===== config.mk =====
export PLATFORM = sky130hd
export DESIGN_NAME = asic_scanctrl
export DESIGN_NICKNAME = d
export VERILOG_FILES = /design/src/rtl/asic_scanctrl_pkg.sv /design/src/rtl/asic_scanctrl_sreg.sv /design/src/rtl/asic_scanctrl.sv
export SDC_FILE = /design/constraint.sdc
export NUM_CORES = 1
export LEC_CHECK = 0
export ABC_AREA = 1
export BUFFER_PORTS_ARGS = -buffer_cell sky130_fd_sc_hd__buf_2
export CAP_MARGIN = 20
export CORE_ASPECT_RATIO = 2
export CORE_MARGIN = 2
export CORE_UTILIZATION = 51
export CTS_BUF_LIST = sky130_fd_sc_hd__clkbuf_8
export CTS_CLUSTER_SIZE = 14
export DETAILED_ROUTE_END_ITERATION = 6
export PLACE_DENSITY = 0.89
export RECOVER_POWER = 25
export SLEW_MARGIN = 20
export SYNTH_ARGS = -nofsm -noshare
export SYNTH_HDL_FRONTEND = slang
export SYNTH_SLANG_ARGS = --single-unit

===== constraint.sdc =====
create_clock -name clk -period 1.4 [get_ports clk]
set_input_delay 0.28 -clock clk [delete_from_list [all_inputs] [get_ports clk]]
set_output_delay 0.28 -clock clk [all_outputs]
set_load 0.02 [all_outputs]

===== src/rtl/asic_scanctrl_pkg.sv =====
// asic_scanctrl_pkg: shared state encoding and width helper for the scan-chain controller
package asic_scanctrl_pkg;
  typedef enum logic [2:0] {IDLE, LOAD, CAPTURE, UNLOAD, DONE} state_t;
  function automatic int clog2(input int v);
    int r;
    r = 0;
    while ((1 << r) < v) r++;
    return r;
  endfunction
endpackage


===== src/rtl/asic_scanctrl_sreg.sv =====
// asic_scanctrl_sreg: parallel-load, serial-in shift register shifting toward the MSB
module asic_scanctrl_sreg #(
  parameter int W = 32
) (
  input  logic         clk,
  input  logic         nreset,
  input  logic         load,
  input  logic         shift,
  input  logic [W-1:0] din,
  input  logic         si,
  output logic [W-1:0] q
);
  always_ff @(posedge clk or negedge nreset)
    if (!nreset) q <= '0;
    else if (load) q <= din;
    else if (shift) q <= {q[W-2:0], si};
endmodule


===== src/rtl/asic_scanctrl.sv =====
// asic_scanctrl: loads a pattern into one scan chain, pulses capture, unloads and compares under mask
module asic_scanctrl
  import asic_scanctrl_pkg::*;
#(
  parameter int    N      = 32,
  parameter int    CAPCYC = 1,
  parameter logic  FILL   = 1'b0,
  parameter string PROP   = "DEFAULT"
) (
  input  logic         clk,
  input  logic         nreset,
  input  logic         start,
  input  logic [N-1:0] pattern,
  input  logic [N-1:0] expected,
  input  logic [N-1:0] mask,
  output logic         busy,
  output logic         done,
  output logic [N-1:0] result,
  output logic         fail,
  output logic         scan_en,
  output logic         scan_in,
  input  logic         scan_out
);
  localparam int CW = clog2((N > CAPCYC ? N : CAPCYC) + 1);
  state_t st, nxt;
  logic [CW-1:0] cnt;
  logic [N-1:0] exp_q, msk_q, ld_q, unl_nxt;
  logic accept, shift_last, cap_last;
  assign accept = st == IDLE && start;
  assign shift_last = cnt == CW'(N - 1);
  assign cap_last = cnt == CW'(CAPCYC - 1);
  assign busy = st != IDLE;
  assign done = st == DONE;
  assign unl_nxt = {result[N-2:0], scan_out};
  always_comb begin
    nxt = st;
    case (st)
      IDLE:    nxt = start ? LOAD : IDLE;
      LOAD:    nxt = shift_last ? CAPTURE : LOAD;
      CAPTURE: nxt = cap_last ? UNLOAD : CAPTURE;
      UNLOAD:  nxt = shift_last ? DONE : UNLOAD;
      default: nxt = IDLE;
    endcase
  end
  // scan_in is registered, so the first pattern bit comes straight from the port on the accepting edge
  always_ff @(posedge clk or negedge nreset)
    if (!nreset) begin
      st      <= IDLE;
      cnt     <= '0;
      scan_en <= 1'b0;
      scan_in <= 1'b0;
      exp_q   <= '0;
      msk_q   <= '0;
      fail    <= 1'b0;
    end else begin
      st      <= nxt;
      cnt     <= nxt != st ? '0 : cnt + 1'b1;
      scan_en <= nxt == LOAD || nxt == UNLOAD;
      scan_in <= accept ? pattern[N-1] : nxt == LOAD ? ld_q[N-1] : FILL;
      if (accept) begin
        exp_q <= expected;
        msk_q <= mask;
      end
      fail <= accept ? 1'b0 : (st == UNLOAD && nxt == DONE) ? |((unl_nxt ^ exp_q) & msk_q) : fail;
    end
  asic_scanctrl_sreg #(.W(N)) u_load (
    .clk(clk), .nreset(nreset), .load(accept), .shift(st == LOAD),
    .din({pattern[N-2:0], 1'b0}), .si(1'b0), .q(ld_q)
  );
  asic_scanctrl_sreg #(.W(N)) u_unload (
    .clk(clk), .nreset(nreset), .load(accept), .shift(st == UNLOAD),
    .din({N{1'b0}}), .si(scan_out), .q(result)
  );
endmodule

==> results.json <==
{
  "maxCapViolCount": 0,
  "placed_area_um2": 7050,
  "wl_mm": 15.9,
  "stdcell_count": 1023,
  "ioPinCount": 137,
  "synth_area_um2": 6080,
  "outcome": "finished with violations",
  "violations": "negative setup slack",
  "dpl.hpwl_mm": 11.2,
  "hp-start": "mask[16]",
  "fin_nets": 967,
  "hold_ws_ps": 25.7,
  "die_area_um2": 12900,
  "ff2ff_setup_slack_ps": -130,
  "drtAntennaViolNets": 0,
  "detail_route.first_pass.iterations": 5,
  "finalSetupViolations": 61,
  "holdPathEnd": "msk_q[16]",
  "area_growth_syn_to_layout_pct": 26.2,
  "ff2ff_path_depth": 7,
  "via_per_inst": 5.20,
  "worstReg2RegEnd": "cnt[1]",
  "dp.cells": 979,
  "cts_tree": "yes",
  "synth-warning-count": 0,
  "syn_inst": 701,
  "layout-drive-gt1-share": 0.260,
  "grt_pass1_vias": 5241,
  "routedWlPerCell_um": 15.5,
  "routabilityCongestion": 0.858,
  "rsz0062_at_grt": "yes",
  "slew_violations": 0,
  "die_w_um": 81.2,
  "cp_data_arrival_time_ps": 1290,
  "clock_insertion_delay_worst_skew_ps": 450,
  "power_mw": 7.71,
  "r2r-start": "st[2]",
  "fmax_mhz": 638,
  "fin_crit_sh": 1.12,
  "synth.avg_cell_area_um2": 8.68,
  "numPortBuffers": 136,
  "fin_area_um2": 7680,
  "vias": 5321,
  "fillers": 912,
  "yosysUniqueCellTypes": 24,
  "drc_errors": 0,
  "overflow": 0,
  "end_kind": "primary output",
  "p_leak_nw": 4.12,
  "grt_max_degree": 49,
  "setup_slack_ps": -167,
  "hold_viol_final": 0,
  "clk_pin_slew_ps": 80,
  "cts_root_buf": "clkbuf_8",
  "drtIter0Drc": 380,
  "fin_crit_ps": 1570,
  "cts_buffer_depth": 2,
  "design.core.area_um2": 11700,
  "worstMarginPinSlew_ps": 622,
  "power.density_nw_per_um2": 1000,
  "dieHeight_um": 158,
  "antenna_found_initial": 0,
  "start_util": 0.520,
  "cts.sinks": 139,
  "grt_usage": 0.254,
  "n_antenna_cell": 0,
  "skew_ps": 12.8,
  "crit_type": "register to primary output",
  "htreeDepth": 4,
  "mappedNetlistNets": 803,
  "synth-seq-area-share": 0.572,
  "relSlewSlack": 0.585,
  "vdd_drop_max_mv": 1.01,
  "path_max_fanout": 5,
  "cp-start-kind": "register",
  "cp_data_required_time_ps": 1120,
  "num_rows": 56,
  "ys_ff_latch": 139,
  "grt_pass1_wl_mm": 24.6,
  "hold_class": "primary input to register",
  "min_delay_path_depth": 3,
  "cts_made_buffers": 17
}
worst max-delay path, stage by stage (launching register included):
cell	delay, ps
dfrtp_1	400
inv_2	60
buf_6	130
nor3_4	120
buf_6	140
cell usage in the layout, fill, tap and decap left out, drive strengths merged:
cell,instances
clkinv,7
xor2,2
nand2,254
o221ai,29
nand3,38
o41ai,1
inv,109
bufinv,2
o21ai,40
a21oi,1
dlygate4sd3,1
nor3,2
clkinvlp,2
dfrtp,139
buf,170
a41oi,1
ha,2
nor2,24
o22ai,31
xnor2,2
clkbuf,21
logic make-up after synthesis:
kind of cell             count (synthesis)  synth area share
XOR/XNOR                                 4           0.00576
adder cells (fa/ha/maj)                  2           0.00411
buffers and inverters                  135            0.0981
flip-flops                             139             0.572
AND/OR/NAND/NOR                        318             0.207
AO/OA/AOI/OAI                          103             0.113
how the worst max path moves through the flow:
stage | startpoint | to | slack, ps | depth (start not counted)
3_5_place_dp | st[1] | u_load.q[5] | -40 | 6
3_3_place_gp | st[1] | fail | 10 | 7
5_1_grt | st[2] | cnt[3] | -220 | 7
6_report | st[2] | done | -170 | 4
2_1_floorplan | cnt[0] | cnt[2] | 60 | 8
4_1_cts | st[0] | done | -180 | 3
area by class of cell:
type,count,area (µm²),area share
Clock buffer,17,234,0.0305
Clock inverter,15,164,0.0213
Inverter,105,402,0.0523
Multi-Input combinational cell,427,2090,0.272
Sequential cell,139,3480,0.453
Tap cell,145,181,0.0236
Timing Repair Buffer,175,1130,0.147
power by group:
part | total (mW) | internal (mW) | switching, mW
Combinational | 0.366 | 0.152 | 0.214
Clock | 3.29 | 1.61 | 1.68
Sequential | 4.06 | 4.04 | 0.0227
Total | 7.71 | 5.80 | 1.91
registers in the layout, summed over array words and instances (netlist names):
signal / count
exp_q: 32
scan_in: 1
msk_q: 32
st: 3
scan_en: 1
cnt: 6
u_unload.q: 32
fail: 1
u_load.q: 31
metal layers:
metal  track usage  up-vias  wire (µm)
li1              -     2555          -
met1         0.276     2519       5770
met2         0.460      203       8830
met3        0.0533       44        738
met4         0.116        0        563
met5             0        -          0
metrics by stage:
stage / setup slack (ps) / setup TNS, ps / utilization
floorplan: 64.9 / 0 / -
global placement: 10.5 / 0 / 0.603
detailed placement: -42.3 / -1260 / 0.603
CTS: -185 / -775 / 0.642
global route: -220 / -11620 / 0.656
finish: -167 / -2200 / 0.656
synth_stat cells, drive strengths merged:
master / n / area (µm²)
dfrtp: 139 / 3480
clkbuf: 3 / 11.3
o21ai: 40 / 200
nor2: 24 / 92.6
o41ai: 1 / 16.3
buf: 27 / 191
o221ai: 29 / 254
a21oi: 1 / 5.00
nand2: 254 / 958
nand3: 38 / 200
inv: 105 / 394
ha: 2 / 25.0
a41oi: 1 / 16.3
o22ai: 31 / 194
xor2: 2 / 17.5
nor3: 2 / 10.0
xnor2: 2 / 17.5
repair_timing:
action                                  4_1_cts  5_1_grt
endpoints found under the setup margin       88      139
hold buffers                                  1        0
endpoints found under the hold margin       138        0
pin swaps                                     0        1
gates resized for setup                       9       20
buffers inserted                              3        6
cloned                                        0        2
Note: power is estimated with default switching activity, not from simulation.
